## src/rtl/pe_injector_pkg.sv

```systemverilog
// Shared definitions for the PE injector: packet address fields, width helpers
// and the token-bucket update encoding.
package pe_injector_pkg;

  localparam int PKT_W_DEF = 32;
  localparam int ADDR_W    = 4;
  localparam int ADDRX_LSB = 0;
  localparam int ADDRY_LSB = ADDRX_LSB + ADDR_W;

  typedef enum logic [1:0] {
    TOK_HOLD = 2'd0,
    TOK_INC  = 2'd1,
    TOK_DEC  = 2'd2
  } tok_op_t;

  // Width able to index 0..n-1, never narrower than one bit.
  function automatic int clog2_min1(input int n);
    return (n <= 2) ? 1 : $clog2(n);
  endfunction

  function automatic logic [ADDR_W-1:0] pkt_addrx(input logic [PKT_W_DEF-1:0] pkt);
    return pkt[ADDRX_LSB +: ADDR_W];
  endfunction

  function automatic logic [ADDR_W-1:0] pkt_addry(input logic [PKT_W_DEF-1:0] pkt);
    return pkt[ADDRY_LSB +: ADDR_W];
  endfunction

endpackage

```

## src/rtl/sync_fifo.sv

```systemverilog
// Register-array FIFO with explicit occupancy so full and empty stay distinct
// while the power-of-two pointers wrap naturally. No fall-through.
module sync_fifo
  import pe_injector_pkg::*;
#(
  parameter int P_W   = 32,
  parameter int DEPTH = 4
) (
  input  logic                       clk,
  input  logic                       rst,
  input  logic                       wr_en,
  input  logic [P_W-1:0]             wr_data,
  input  logic                       rd_en,
  output logic [P_W-1:0]             rd_data,
  output logic [$clog2(DEPTH+1)-1:0] occ,
  output logic                       full,
  output logic                       empty
);

  localparam int AW    = clog2_min1(DEPTH);
  localparam int OCC_W = $clog2(DEPTH + 1);

  logic [P_W-1:0] mem [DEPTH];
  logic [AW-1:0]  wr_ptr;
  logic [AW-1:0]  rd_ptr;

  // NOTE: storage is deliberately not reset; occ/pointers alone define validity,
  // which keeps the array free of reset fan-out.
  always_ff @(posedge clk) begin
    if (wr_en) mem[wr_ptr] <= wr_data;
  end

  // NOTE: sequential state uses non-blocking assignments so every register
  // samples pre-edge values regardless of block ordering.
  always_ff @(posedge clk) begin
    if (rst) begin
      wr_ptr <= '0;
      rd_ptr <= '0;
      occ    <= '0;
    end else begin
      if (wr_en) wr_ptr <= wr_ptr + 1'b1;
      if (rd_en) rd_ptr <= rd_ptr + 1'b1;
      case ({wr_en, rd_en})
        2'b10:   occ <= occ + 1'b1;
        2'b01:   occ <= occ - 1'b1;
        default: occ <= occ;
      endcase
    end
  end

  assign full    = (occ == OCC_W'(DEPTH));
  assign empty   = (occ == '0);
  assign rd_data = empty ? '0 : mem[rd_ptr];

endmodule

```

## src/rtl/pe_injector.sv

```systemverilog
// Injection controller for one Hoplite switch port: buffers client packets and
// offers the head to the switch, rate-limited by a token bucket.
module pe_injector
  import pe_injector_pkg::*;
#(
  parameter int P_W    = 32,
  parameter int DEPTH  = 4,
  parameter int BURST  = 4,
  parameter int PERIOD = 16,
  parameter int CNT_W  = 16
) (
  input  logic                       clk,
  input  logic                       rst,
  input  logic [P_W-1:0]             cl_pkt,
  input  logic                       cl_vld,
  output logic                       cl_rdy,
  input  logic                       en,
  output logic [P_W-1:0]             pein_pkt,
  output logic                       pein_vld,
  input  logic                       pein_rdy,
  output logic [$clog2(DEPTH+1)-1:0] occ,
  output logic [$clog2(BURST+1)-1:0] tokens,
  output logic [CNT_W-1:0]           stall_cnt
);

  localparam int TOK_W = $clog2(BURST + 1);
  localparam int RC_W  = clog2_min1(PERIOD);

  logic            full;
  logic            empty;
  logic            push;
  logic            pop;
  logic            wrap;
  logic [RC_W-1:0] refill_cnt;
  tok_op_t         tok_op;

  // cl_rdy and pein_vld come only from registered state (plus en), so the
  // switch's combinational pein_rdy cannot close a loop through us.
  assign cl_rdy   = !full;
  assign push     = cl_vld && cl_rdy;
  assign pein_vld = en && !empty && (tokens != '0);
  assign pop      = pein_vld && pein_rdy;
  assign wrap     = (refill_cnt == RC_W'(PERIOD - 1));

  sync_fifo #(
    .P_W   (P_W),
    .DEPTH (DEPTH)
  ) u_fifo (
    .clk     (clk),
    .rst     (rst),
    .wr_en   (push),
    .wr_data (cl_pkt),
    .rd_en   (pop),
    .rd_data (pein_pkt),
    .occ     (occ),
    .full    (full),
    .empty   (empty)
  );

  // NOTE: tok_op gets a default before any branch so this block cannot infer a latch.
  always_comb begin
    tok_op = TOK_HOLD;
    if (wrap && !pop && (tokens != TOK_W'(BURST))) tok_op = TOK_INC;
    else if (pop && !wrap)                         tok_op = TOK_DEC;
  end

  always_ff @(posedge clk) begin
    if (rst) begin
      tokens     <= TOK_W'(BURST);
      refill_cnt <= '0;
      stall_cnt  <= '0;
    end else begin
      refill_cnt <= wrap ? '0 : refill_cnt + 1'b1;
      case (tok_op)
        TOK_INC: tokens <= tokens + 1'b1;
        TOK_DEC: tokens <= tokens - 1'b1;
        default: tokens <= tokens;
      endcase
      if (pein_vld && !pein_rdy && (stall_cnt != '1)) stall_cnt <= stall_cnt + 1'b1;
    end
  end

endmodule

```

## config.mk

```make
export PLATFORM = sky130hd
export DESIGN_NAME = pe_injector
export DESIGN_NICKNAME = d
export VERILOG_FILES = /design/src/rtl/pe_injector_pkg.sv /design/src/rtl/sync_fifo.sv /design/src/rtl/pe_injector.sv
export SDC_FILE = /design/constraint.sdc
export NUM_CORES = 1
export LEC_CHECK = 0
export ABC_CLOCK_PERIOD_IN_PS = 4350
export CORE_MARGIN = 5
export CORE_UTILIZATION = 40
export DETAILED_ROUTE_END_ITERATION = 8
export PLACE_DENSITY_LB_ADDON = 0.15
export SLEW_MARGIN = 20
export SYNTH_ARGS = -nofsm -noshare
export SYNTH_HDL_FRONTEND = slang
export SYNTH_SLANG_ARGS = --single-unit
```

## constraint.sdc

```tcl
create_clock -name clk -period 4.35 [get_ports clk]
set_input_delay 1.305 -clock clk [delete_from_list [all_inputs] [get_ports clk]]
set_output_delay 1.305 -clock clk [all_outputs]
set_load 0.005 [all_outputs]
```

==> results.toml, run 1 <==
[grt]
grt_overflow = 0
grt_antenna_before_repair = 1
grt_pass1_wl_um = 20000
track_usage_pct = 14.4
grt_max_degree = 33
grt_pass1_vias = 3741

[sta]
hold_viol = 0
rsz0062_at_grt = "no"
post-route-period-util_pct = 87.8
setup_viol = 0
fin_skew_ps = 7.11
slew_violations = 0
finalSetupTns_ps = 0
fmax_mhz = 262
worstMarginPinSlew_ps = 916
layout_setup_ws_ps = 531
finalCriticalPeriod_ps = 3820
slew-limit-headroom_pct = 39.0

[logic_synthesis]
syn_area_um2 = 6480
synth_seq_cells = 160
synth_top_area_cell = "edfxtp_1"
synth.area.top_cells = "edfxtp_1 59%, mux4_2 11%, dfxtp_1 9.9%"
avgSynthCellArea_um2 = 16.7
synthCells = 389
synth_top_area_share_pct = 59.3
ys_seq_area_share_pct = 69.2
ys_warn_count = 0
synthDistinctLibCells = 44
synth_fp_nets = 435

[die]
die_x_um = 137
io_pins = 93
die_h_um = 137
core_region_area_um2 = 15900
initial_core_util_pct = 40.8
row_count = 46
die-area_um2 = 18800

[status]
status = "finished clean"

[clock_tree]
cts_root_buf = "clkbuf_16"
cts.sinks = 160
htree_num_levels = 4
cts_resized = 0
tritoncts = "yes"
post_cts_buffers = 0
hold_buffers = 0
cts_made_buffers = 17
clk_latency_ps = 430
cts.path.max_buffers = 2
clkTransAtPathRegs_ps = 60

[worst_hold_path]
min_path_type = "reg2reg"

[placement]
hpwl_um = 8020
pre_cts_slack_ps = 519
io_buffer_count = 92
place_congestion = 0.766

[drt]
vias = 3668
met1_length_um = 5440
dr_wl_met2_um = 6500
drtIter0Drc = 266
drc_errors = 0
wire_per_inst_um = 17.7
viasPerCell = 5.07
routed_wl_um = 12800
ant_nets = 0
route.met3.wl_um = 695
dr.max_layer_used = "met5"
first_pass_iters = 4

[power]
combinationalPowerShare_pct = 18.5
switching_share_pct = 24.1
clock_power_share_pct = 37.5
switching_power_uw = 985
powerDensity_nw_per_um2 = 491
p_leak_nw = 2.66
intPower_mw = 3.10
worst_ir_drop_vdd_v = 0.000294
seq_power_share_pct = 44.0

[finish]
area_growth_pct = 28.3
fin_nets = 540
drive_gt1_share_pct = 17.6
layout_commonest_cell = "edfxtp_1"
n_fill_cell = 1337
utilization_pct = 52.3
diodes = 0
mostFrequentLayoutCells = "128 x edfxtp_1, 92 x clkdlybuf4s50_1, 32 x mux4_2"

[setup_path]
critPathKind = "in2out"
cp_data_required_time_ps = 3040
worstPathArrival_ps = 2510
cp-start-kind = "input port"
crit_fanout = 4
worstSetupEndpointType = "output port"

[run]
drv_cap = 0
[cell usage after synthesis (all sizes together)]
cell / count
a2111oi: 1
a211oi: 4
a21oi: 9
a311o: 1
a31oi: 1
a32oi: 1
and2: 1
and2b: 3
and3: 8
and4: 3
buf: 4
clkbuf: 11
dfxtp: 32
edfxtp: 128
fa: 2
ha: 7
inv: 11
mux2: 2
mux2i: 1
mux4: 32
nand2: 9
nand2b: 1
nand3: 13
nand4: 2
nand4b: 1
nor2: 26
nor2b: 30
nor3: 8
nor3b: 2
nor4: 1
nor4b: 1
o211a: 1
o211ai: 2
o21ai: 5
or3: 5
or4: 2
or4b: 1
xnor2: 13
xor2: 4
[path summary, 6_finish.rpt]
check        slack (ps)  cells after the start             to           from
min                 500                      1  refill_cnt[0]  refill_cnt[0]
max reg2reg        1680                      7      tokens[2]  u_fifo.occ[2]
max                 530                      3       pein_vld             en
min reg2reg         500                      1  refill_cnt[0]  refill_cnt[0]
[layout make-up]
type	instances	area [um2]	area share, %
flip-flops and latches	160	4490	54.0
repair buffers	101	1000	12.1
multi-input cells	203	1900	22.8
clock buffers	18	429	5.17
well taps	216	270	3.25
inverters	11	41.3	0.497
clock inverters	14	180	2.17
[logic make-up after synthesis]
family,share of synthesized area [%]
buffers and inverters,1.68
xor gates and xnor gates,2.30
adders and majority gates,1.97
and+or+nand+nor,10.4
DFF,69.2
muxes,11.6
AOI/OAI and AO/OA,2.80
[metal layers]
| layer | vias up | global-route usage (%) |
|---|---|---|
| met2 | 93 | 23.6 |
| li1 | 1708 | - |
| met5 | - | 0 |
| met1 | 1848 | 18.1 |
| met3 | 17 | 4.86 |
| met4 | 2 | 4.66 |
[stage by stage]
| step | instance area (um2) | total power, mW | hold slack (ps) | cells |
|---|---|---|---|---|
| floorplan | 6480 | 2.18 | 452 | 389 |
| global placement | 7690 | 2.58 | 468 | 690 |
| detailed placement | 7690 | 2.59 | 500 | 690 |
| CTS | 8300 | 4.13 | 509 | 722 |
| global route | 8310 | 4.27 | 539 | 723 |
| finish | 8310 | 4.08 | 505 | 723 |
[flip-flops by register name, summed over array words and instances (netlist names), named ones only]
signal / count
u_fifo.occ: 3
stall_cnt: 16
tokens: 3
u_fifo.mem: 128
u_fifo.wr_ptr: 2
refill_cnt: 4
u_fifo.rd_ptr: 2
[worst max-delay path: stages]
cell	delay, ps
clkdlybuf4s50_1	500
nor3b_1	180
clkdlybuf4s50_1	530
[power groups by stage]
| stage | Clock (mW) | Sequential [mW] | Combinational, mW |
|---|---|---|---|
| final | 1.53 | 1.80 | 0.757 |
| after global routing | 1.63 | 1.81 | 0.827 |
| after CTS | 1.56 | 1.80 | 0.769 |
| after detailed placement | 0 | 1.83 | 0.764 |
| after global placement | 0 | 1.82 | 0.761 |
| after floorplan | 0 | 1.82 | 0.361 |
No activity file was read; power rests on OpenSTA's default activity.
==> run 2, diff against run 1 <==
SLEW_MARGIN = unset   (was 20)
==> run 2 against run 1 <==
Against the previous run: clock power hardly changed; register-to-register slack got worse by 80 ps; total power is 0.24% lower; critical path type is now reg2out.
==> results.toml, run 2 (synthesis gave the netlist of run 1 again) <==
[grt]
grt_pass1_wl_um = 20000
grt_pass1_vias = 3741
grt_antenna_before_repair = 1
grt_overflow = 0
grt_max_degree = 33
track_usage_pct = 14.4

[placement]
hpwl_um = 8020
io_buffer_count = 92
place_congestion = 0.766
placed_area_um2 = 7690

[die]
io_pins = 93
core_region_area_um2 = 15900
initial_core_util_pct = 40.8
die_x_um = 137
row_count = 46
die_h_um = 137
die-area_um2 = 18800

[finish]
fin_nets = 539
drive_gt1_share_pct = 17.4
final_area_um2 = 8300
area_growth_pct = 28.1
mostFrequentLayoutCells = "128 x edfxtp_1, 92 x clkdlybuf4s50_1, 32 x mux4_2"
largest_reg_flops = 128
n_fill_cell = 1335
largest-register = "u_fifo.mem"
diodes = 0
utilization_pct = 52.2
layout_commonest_cell = "edfxtp_1"
largestRegisters = "u_fifo.mem x128, stall_cnt x16, refill_cnt x4"

[sta]
finalSetupTns_ps = 0
hold_viol = 0
slew-limit-headroom_pct = 27.7
post-route-period-util_pct = 88.1
fmax_mhz = 261
fin_skew_ps = 15.1
finalCriticalPeriod_ps = 3830
setup_viol = 0
slew_violations = 0
worstMarginPinSlew_ps = 1080
rsz0062_at_grt = "no"

[run]
drv_cap = 0

[power]
totalPowerFinal_mw = 4.07
worst_ir_drop_vdd_v = 0.000294
p_leak_nw = 2.65
powerDensity_nw_per_um2 = 491

[setup_path]
path_buf_inv = 2
crit_fanout = 21
worstSetupEndpointType = "output port"
cpPeakStageDelay_ps = 890
cp_cell_sequence = "nor3_4 -> buf_4 -> nor2b_1 -> clkdlybuf4s50_1"
critPathKind = "reg2out"
slowest_stage = "nor3_4"
worstPathArrival_ps = 2530
cp_data_required_time_ps = 3040
cp-start-kind = "register"
crit_family = "simple AND/OR/NAND/NOR gates"

[clock_tree]
clkTransAtPathRegs_ps = 60
cts_root_buf = "clkbuf_16"
cts_resized = 0
cts_made_buffers = 17
clk_latency_ps = 430
hold_buffers = 0
tritoncts = "yes"
htree_num_levels = 4
cts.sinks = 160
post_cts_buffers = 0
cts.path.max_buffers = 2

[drt]
viasPerCell = 5.05
vias = 3647
first_pass_iters = 4
drc_errors = 0
routed_wl_um = 12800
drtIter0Drc = 243
wire_per_inst_um = 17.7
ant_nets = 0

[worst_hold_path]
min_path_type = "reg2reg"

[status]
status = "finished clean"
## run 2: cell types whose count changed in the layout (fill, tap and decap cells not counted)
cell	delta
buf_6	-1
## run 2: path summary, 6_finish.rpt
kind | startpoint | slack, ps | cells after the start | to
max | u_fifo.occ[0] | 520 | 4 | pein_pkt[30]
min | refill_cnt[0] | 500 | 1 | refill_cnt[0]
max reg2reg | u_fifo.occ[2] | 1600 | 7 | tokens[2]
min reg2reg | refill_cnt[0] | 500 | 1 | refill_cnt[0]
## run 2: stage by stage
step	setup slack, ps	hold WS, ps	cells
finish	518	505	722
detailed placement	519	500	690
floorplan	1340	452	389
global route	318	539	722
CTS	421	509	722
global placement	533	468	690
## run 2: metal layers
layer	global-route usage, %	part of all wire, %	wire (um)	up-vias
met3	4.86	4.8	609	15
li1	-	-	-	1708
met4	4.66	0.96	122	2
met5	0	0.10	13	-
met1	18.1	43	5500	1841
met2	23.6	51	6510	81
## run 2: cell type report
class	count	area [um2]	share of cell area (%)
clock buffer	18	429	5.17
tap	216	270	3.26
sequential	160	4490	54.1
inverter	11	41.3	0.498
timing repair buffer	100	993	12.0
multi-input combinational	203	1900	22.8
clock inverter	14	180	2.17
## run 2: worst reg2reg max path, stage by stage (launching register included)
cell and delay (ps):
dfxtp_1 440, nor3_4 180, buf_4 200, nor3_2 460, nand2_1 180, fa_1 440, or3_1 390, a311o_1 350
## run 2: where the power goes
group | internal [mW] | leakage (nW) | total (mW) | switching [mW]
clock | 0.914 | 0.293 | 1.53 | 0.618
sequential | 1.76 | 1.44 | 1.80 | 0.0393
combinational | 0.419 | 0.923 | 0.746 | 0.326
==> run 3, diff against run 2 <==
CORE_MARGIN = 8   (was 5)
==> run 3 against run 2 <==
Against the previous run: design area barely moved; hold slack better by 4.0 ps; die area increased by 8.9%; critical path depth down 1; non-clock buffer count increased by 3; via count barely moved.
==> results.toml, run 3 (synthesis gave the netlist of run 1 again) <==
[worst_hold_path]
holdPathStages = 1
min-delay-start = "refill_cnt[0]"
min_path_type = "reg2reg"
hold_end = "refill_cnt[0]"

[finish]
fin_nets = 542
utilization_pct = 52.3
largestRegisters = "u_fifo.mem x128, stall_cnt x16, refill_cnt x4"
area_growth_pct = 28.2
n_fill_cell = 1368
mostFrequentLayoutCells = "128 x edfxtp_1, 92 x clkdlybuf4s50_1, 32 x mux4_2"
diodes = 0
largest-register = "u_fifo.mem"
drive_gt1_share_pct = 18.1
final_area_um2 = 8300
largest_reg_flops = 128
layout_commonest_cell = "edfxtp_1"

[setup_path]
worstPathArrival_ps = 2530
r2r_start = "u_fifo.occ[0]"
worstSetupEndpointType = "output port"
crit_family = "buffers and inverters"
crit_start = "en"
cp-start-kind = "input port"
cpPeakStageDelay_ps = 530
crit_fanout = 4
rr_worst_depth = 6
slowest_stage = "clkdlybuf4s50_1"
cp_data_required_time_ps = 3040
ff2ff_setup_slack_ps = 1730
path_buf_inv = 2
crit_top_cell = "clkdlybuf4s50_1"
cp_cell_sequence = "clkdlybuf4s50_1 -> nor3b_1 -> clkdlybuf4s50_1"
critPathKind = "in2out"
worstReg2RegEnd = "tokens[2]"

[drt]
wire_per_inst_um = 18.4
ant_nets = 0
first_pass_iters = 4
drtIter0Drc = 188
viasPerCell = 5.03
drc_errors = 0
vias = 3648
routed_wl_um = 13400

[clock_tree]
tritoncts = "yes"
clkTransAtPathRegs_ps = 60
cts_resized = 0
cts.path.max_buffers = 2
clk_latency_ps = 420
post_cts_buffers = 0
cts_made_buffers = 17
cts.sinks = 160
hold_buffers = 0
cts_root_buf = "clkbuf_16"
htree_num_levels = 4

[power]
intPower_mw = 3.06
switching_share_pct = 23.9
switching_power_uw = 960
p_leak_nw = 2.67
powerDensity_nw_per_um2 = 485
clock_power_share_pct = 36.8
worst_ir_drop_vdd_v = 0.000257
combinationalPowerShare_pct = 18.5
seq_power_share_pct = 44.7

[sta]
hold_viol = 0
slew_violations = 0
finalCriticalPeriod_ps = 3830
fmax_mhz = 261
slew-limit-headroom_pct = 39.8
fin_skew_ps = 5.24
post-route-period-util_pct = 88.1
worstMarginPinSlew_ps = 903
rsz0062_at_grt = "no"
setup_viol = 0
finalSetupTns_ps = 0
whs_ps = 509

[grt]
grt_pass1_vias = 3913
track_usage_pct = 13.7
grt_overflow = 0
grt_max_degree = 33
grt_antenna_before_repair = 0
grt_pass1_wl_um = 21000

[die]
io_pins = 93
initial_core_util_pct = 40.8
core_region_area_um2 = 15900
die-area_um2 = 20500
die_h_um = 143
row_count = 46
die_x_um = 143

[run]
drv_cap = 0

[placement]
placed_area_um2 = 7710
hpwl_um = 8670
place_congestion = 0.767
io_buffer_count = 92

[status]
status = "finished clean"
[run 3: layout make-up]
type	count	area, um2	share of cell area [%]
sequential	160	4490	54.0
multi-input combinational	203	1900	22.8
timing repair buffer	103	1020	12.2
clock buffer	17	425	5.12
tap	216	270	3.25
clock inverter	15	169	2.03
inverter	11	41.3	0.497
[run 3: worst max-delay path by stage]
stage | depth (start not counted) | slack [ps] | to
after floorplan | 6 | 1340 | tokens[2]
after global routing | 4 | 340 | pein_pkt[21]
after CTS | 4 | 450 | pein_pkt[21]
final | 3 | 520 | pein_vld
after global placement | 3 | 520 | pein_vld
after detailed placement | 3 | 510 | pein_vld
[run 3: worst register-to-register path, cell delays in order, from the launching register on]
cell and delay [ps]:
dfxtp_1 430, nor3_4 170, nor3_2 530, nand2_1 190, fa_1 440, or3_1 400
a311o_1 360
[run 3: per-stage QoR]
stage	worst slack (ps)	cells	power, mW
6_report	516	725	4.02
5_1_grt	341	725	4.20
4_1_cts	452	725	4.08
3_5_place_dp	506	693	2.60
3_3_place_gp	522	693	2.58
2_1_floorplan	1340	389	2.18
[run 3: routing by layer]
layer  share of wire (%)  vias to the layer above  global-route usage [%]
met5                   0                        -                       0
met3                 4.9                       19                    4.01
met4                 1.8                        0                    5.92
li1                    -                     1709                       -
met2                  51                       66                    23.0
met1                  43                     1854                    16.1
[run 3: power by group through the flow]
stage / logic, mW / clock network [mW] / registers [mW]
6_report: 0.744 / 1.48 / 1.80
3_3_place_gp: 0.753 / 0 / 1.83
2_1_floorplan: 0.361 / 0 / 1.82
4_1_cts: 0.770 / 1.51 / 1.80
3_5_place_dp: 0.765 / 0 / 1.83
5_1_grt: 0.817 / 1.57 / 1.81
